### src/rtl/tff_pkg.sv
// Shared types and limits for the T flip-flop bank.
package tff_pkg;

    typedef enum logic [1:0] {
        TOGGLE = 2'd0,
        UP     = 2'd1,
        DOWN   = 2'd2,
        LOAD   = 2'd3
    } tff_mode_t;

    localparam int TFF_MAX_WIDTH = 32;

endpackage

### src/rtl/tff_cell.sv
// Single edge-triggered toggle cell with synchronous reset and parallel load.
module tff_cell (
    input  logic clk,
    input  logic rst,
    input  logic rst_val,
    input  logic en,
    input  logic t,
    input  logic ld,
    input  logic d,
    output logic q
);

    always_ff @(posedge clk) begin
        if (rst) begin
            q <= rst_val;
        end else if (en) begin
            if (ld) begin
                q <= d;
            end else if (t) begin
                q <= ~q;
            end
        end
    end

endmodule

### src/rtl/tff_bank.sv
// Bank of T cells usable as a toggle register, an up/down counter or a loadable register.
module tff_bank
    import tff_pkg::*;
#(
    parameter int               WIDTH    = 8,
    parameter bit               SATURATE = 1'b0,
    parameter logic [WIDTH-1:0] RST_VAL  = '0
) (
    input  logic             clk,
    input  logic             rst,
    input  logic             en,
    input  tff_mode_t        mode,
    input  logic [WIDTH-1:0] t,
    input  logic [WIDTH-1:0] load_val,
    output logic [WIDTH-1:0] q,
    output logic             tc,
    output logic [WIDTH-1:0] toggled
);

    logic [WIDTH-1:0] up_t;
    logic [WIDTH-1:0] dn_t;
    logic [WIDTH-1:0] cell_t;
    logic [WIDTH-1:0] q_next;
    logic             ld;
    logic             boundary;

    // Ripple-style AND prefix; synthesis restructures it into a log-depth tree.
    always_comb begin
        up_t[0] = 1'b1;
        dn_t[0] = 1'b1;
        for (int i = 1; i < WIDTH; i++) begin
            up_t[i] = up_t[i-1] & q[i-1];
            dn_t[i] = dn_t[i-1] & ~q[i-1];
        end
    end

    always_comb begin
        cell_t   = '0;
        ld       = 1'b0;
        boundary = 1'b0;
        case (mode)
            TOGGLE: cell_t = t;
            UP: begin
                boundary = &q;
                cell_t   = (SATURATE && boundary) ? '0 : up_t;
            end
            DOWN: begin
                boundary = ~|q;
                cell_t   = (SATURATE && boundary) ? '0 : dn_t;
            end
            LOAD:    ld = 1'b1;
            default: cell_t = '0;
        endcase
        q_next = ld ? load_val : (q ^ cell_t);
    end

    for (genvar i = 0; i < WIDTH; i++) begin : g_cell
        tff_cell u_cell (
            .clk     (clk),
            .rst     (rst),
            .rst_val (RST_VAL[i]),
            .en      (en),
            .t       (cell_t[i]),
            .ld      (ld),
            .d       (load_val[i]),
            .q       (q[i])
        );
    end

    always_ff @(posedge clk) begin
        if (rst) begin
            tc      <= 1'b0;
            toggled <= '0;
        end else if (en) begin
            tc      <= boundary;
            toggled <= q_next ^ q;
        end else begin
            tc      <= 1'b0;
            toggled <= '0;
        end
    end

endmodule
### config.mk
export PLATFORM = sky130hd
export DESIGN_NAME = tff_bank
export DESIGN_NICKNAME = d
export VERILOG_FILES = /design/src/rtl/tff_pkg.sv /design/src/rtl/tff_cell.sv /design/src/rtl/tff_bank.sv
export SDC_FILE = /design/constraint.sdc
export NUM_CORES = 1
export LEC_CHECK = 0
export BUFFER_PORTS_ARGS = -buffer_cell sky130_fd_sc_hd__buf_4
export CORE_UTILIZATION = 50
export CTS_BUF_LIST = sky130_fd_sc_hd__clkbuf_16
export CTS_CLUSTER_SIZE = 20
export DETAILED_ROUTE_END_ITERATION = 8
export GPL_ROUTABILITY_DRIVEN = 0
export PLACE_DENSITY_LB_ADDON = 0.05
export SLEW_MARGIN = 20
export SYNTH_ARGS = -nofsm -noshare
export SYNTH_HDL_FRONTEND = slang
export SYNTH_SLANG_ARGS = --single-unit
### constraint.sdc
create_clock -name clk -period 1.7 [get_ports clk]
set_input_delay 0.085 -clock clk [delete_from_list [all_inputs] [get_ports clk]]
set_output_delay 0.085 -clock clk [all_outputs]
set_load 0.005 [all_outputs]
==> impl_summary.log <==
INFO  metric critical_path.max_fanout = 5
INFO  metric timing.critical_path.buf_inv = 0
INFO  metric finalCritPeriodShare = 0.941
INFO  metric floorplan.core_area = 0.00225 mm²
INFO  metric cellLeakagePower = 0.000697 µW
INFO  metric fin_hold_viols = 0
INFO  metric post_cts_resized = 0
INFO  metric power.sequential.fraction = 0.364
INFO  metric grt_start_max_net_pins = 18
INFO  metric cts_root_buffer = sky130_fd_sc_hd__clkbuf_16
INFO  metric vias = 1,186
INFO  metric synth-warning-count = 0
INFO  metric routed_wl = 3020 µm
INFO  metric postSynthNetCount = 170
INFO  metric dieArea = 0.00266 mm²
INFO  metric crit_path_start_kind = flip-flop
INFO  metric floorplan.initialDensity = 0.544
INFO  metric finalWorstPathRequiredPeriod = 1.60 ns
INFO  metric critical-path-max-stage-delay = 0.51 ns
INFO  metric wire_per_inst = 14.7 µm
INFO  metric cts_tree = yes
INFO  metric synth_top_flop_cell = sky130_fd_sc_hd__dfxtp_1
INFO  metric synth-edff-count = 0
INFO  metric async_flop_share = 0
INFO  metric path_class = reg -> reg
INFO  metric power_per_cell_area = 818 mW/mm²
INFO  metric maxCapViolCount = 0
INFO  metric flip_flop_and_latch_count_after_synthesis = 17
INFO  metric dp_worst_setup_slack = 0.0687 ns
INFO  metric grt_pass1_wl = 4870 µm
INFO  metric timing.critical_path.slowest_stage_cell = sky130_fd_sc_hd__or4_4
INFO  metric power.switching_fraction = 0.273
INFO  metric finClkSkew = 0.00522 ns
INFO  metric netlist_area = 0.00123 mm²
INFO  metric num-fill-cells = 203
INFO  metric post_cts_hold_buffer_count = 0
INFO  metric num-nets-final = 203
INFO  metric crit_arrival = 1.73 ns
INFO  metric tightest_slew = 0.388 ns
INFO  metric cpLargestDelayFamily = simple AND/OR/NAND/NOR gates
INFO  metric timing_max_transition_violations_final = 0
INFO  metric cts_inserted_buffers = 3
INFO  metric synth.avg_cell_area = 8.47 µm²
INFO  metric global_route.overflow_total = 0
INFO  metric highest_count_cells_in_the_layout_ignoring_fill_and_taps = sky130_fd_sc_hd__buf_4 (46), sky130_fd_sc_hd__dfxtp_1 (17), sky130_fd_sc_hd__nand2_1 (15)
INFO  metric critPathRequiredTime = 1.83 ns
INFO  metric outcome = complete, no violations
INFO  metric dr.pass1.iters = 4
INFO  metric track_usage = 0.251
INFO  metric cts_num_sinks = 17
INFO  metric dieWidth = 51.5 µm
INFO  metric area_delta_synth_final = 24.4%
INFO  metric internal_pwr_total = 907 µW
INFO  metric worst_ir_drop_vdd = 0.567 mV
INFO  metric grt_pass1_vias = 1,054
INFO  metric netlist_instances = 145
INFO  metric n_antenna_cell = 0
INFO  metric antenna_found_initial = 0
INFO  metric finalSetupViolations = 0
INFO  metric insertion_delay = 0.25 ns
INFO  metric boundaryPins = 38
INFO  metric clk_path_buf_depth = 2
INFO  metric htree_num_levels = 1
INFO  metric io_buffer_count = 37
INFO  metric timing.fmax = 625 MHz
INFO  metric comb_power_share = 0.260
INFO  metric postCtsSetupBuffers = 0
INFO  metric crit_chain = nand4_2 -> or4_4 -> and3_4 -> o221a_1
INFO  metric headroom_to_the_max_slew_limit = 0.740
INFO  metric drc = 0
INFO  metric layout_commonest_cell = sky130_fd_sc_hd__buf_4
INFO  metric finalSetupTns = 0 ns
INFO  metric drt_iter0_drc = 26
INFO  metric ys_types = 45
INFO  metric vias_per_cell = 5.79
INFO  metric unrepaired_setup_endpoints_after_global_routing = no
INFO  metric ratio_of_cells_with_drive_above_1_in_the_final_layout = 0.316
INFO  metric timing.final.ws_setup = 0.101 ns
INFO  metric rows = 17
INFO  metric drtAntennaViolNets = 0
INFO  metric die_y = 51.5 µm
INFO  metric place_hpwl = 2250 µm
INFO  metric crit_path_end_kind = flip-flop
INFO  metric power.switching = 341 µW
INFO  metric power_frac_clock = 0.376
INFO  metric clkSlewWorstSetupHoldPaths = 0.05 ns
INFO  metric synth.yosys.seq_area_share = 0.277
INFO  metric hp-class = in -> reg
## cell families after synthesis
logic type / count (synthesis) / synth area share
AOI/OAI and AO/OA: 38 / 0.221
and+or+nand+nor: 48 / 0.215
buffers and inverters: 26 / 0.155
xor gates and xnor gates: 8 / 0.0571
DFF: 17 / 0.277
muxes: 4 / 0.0336
adders and majority gates: 4 / 0.0408
## cell type report
cell class                 instances  area [µm²]  share of cell area
tap                               28        35.0              0.0230
clock inverter                     1        3.75             0.00246
inverter                           8        30.0              0.0197
timing repair buffer              46         345               0.226
sequential                        17         340               0.223
clock buffer                       3        75.1              0.0492
multi-input combinational        102         697               0.457
## power groups by stage
stage | clock network, µW | logic, µW | registers, µW
after floorplan | 0 | 226 | 457
after global placement | 0 | 314 | 460
after detailed placement | 0 | 320 | 462
after CTS | 471 | 323 | 454
after global routing | 487 | 356 | 458
final | 469 | 324 | 455
## flip-flops by register name (all words and copies together), names as in the netlist
register / cells
g_cell.u_cell.q: 8
tc: 1
toggled: 8
## worst paths after layout
| path | cells past startpoint | to | from | slack [ns] |
|---|---|---|---|---|
| max | 4 | g_cell[7].u_cell.q$_SDFFE_PP0P_ | g_cell[1].u_cell.q$_SDFFE_PP0P_ | 0.10 |
| min | 2 | g_cell[0].u_cell.q$_SDFFE_PP0P_ | rst | 0.09 |
| max reg2reg | 4 | g_cell[7].u_cell.q$_SDFFE_PP0P_ | g_cell[1].u_cell.q$_SDFFE_PP0P_ | 0.10 |
| min reg2reg | 2 | g_cell[6].u_cell.q$_SDFFE_PP0P_ | g_cell[6].u_cell.q$_SDFFE_PP0P_ | 0.53 |
## Yosys cell counts (2+ instances only)
cell                       number  area share
sky130_fd_sc_hd__nor3_1         4       0.016
sky130_fd_sc_hd__nand2b_1       3       0.015
sky130_fd_sc_hd__nand3_1        5       0.020
sky130_fd_sc_hd__a211oi_1       4       0.024
sky130_fd_sc_hd__a21o_1         2       0.012
sky130_fd_sc_hd__a221oi_1       2       0.014
sky130_fd_sc_hd__buf_4         10       0.061
sky130_fd_sc_hd__ha_1           4       0.041
sky130_fd_sc_hd__dfxtp_1       17        0.28
sky130_fd_sc_hd__a31oi_1        4       0.020
sky130_fd_sc_hd__clkbuf_1       2      0.0061
sky130_fd_sc_hd__xor2_1         3       0.021
sky130_fd_sc_hd__nand4_1        2       0.010
sky130_fd_sc_hd__nor2_1        10       0.031
sky130_fd_sc_hd__buf_6          2       0.018
sky130_fd_sc_hd__o211ai_1       2       0.012
sky130_fd_sc_hd__clkbuf_8       4       0.045
sky130_fd_sc_hd__xnor2_1        5       0.036
sky130_fd_sc_hd__nand2_1       15       0.046
sky130_fd_sc_hd__inv_1          8       0.024
sky130_fd_sc_hd__o21ai_0        4       0.016
sky130_fd_sc_hd__a21oi_1        8       0.033
sky130_fd_sc_hd__mux2i_1        3       0.024
## metrics by stage
stage               cells  total power, µW  hold slack (ns)  cell area, µm²   util
finish                205             1250           0.0911            1530  0.677
global route          205             1300           0.0991            1530  0.677
CTS                   205             1250           0.0918            1530  0.677
detailed placement    201              783            0.348            1450  0.642
global placement      201              773            0.342            1450  0.642
floorplan             145              683            0.249            1230      -
## routing by layer
layer,vias up,part of all wire,track usage
li1,581,-,-
met1,550,0.42,0.324
met2,51,0.49,0.429
met3,4,0.079,0.0409
met4,0,0.0083,0.0721
met5,-,0,0
No activity file was read; power rests on OpenSTA's default activity.
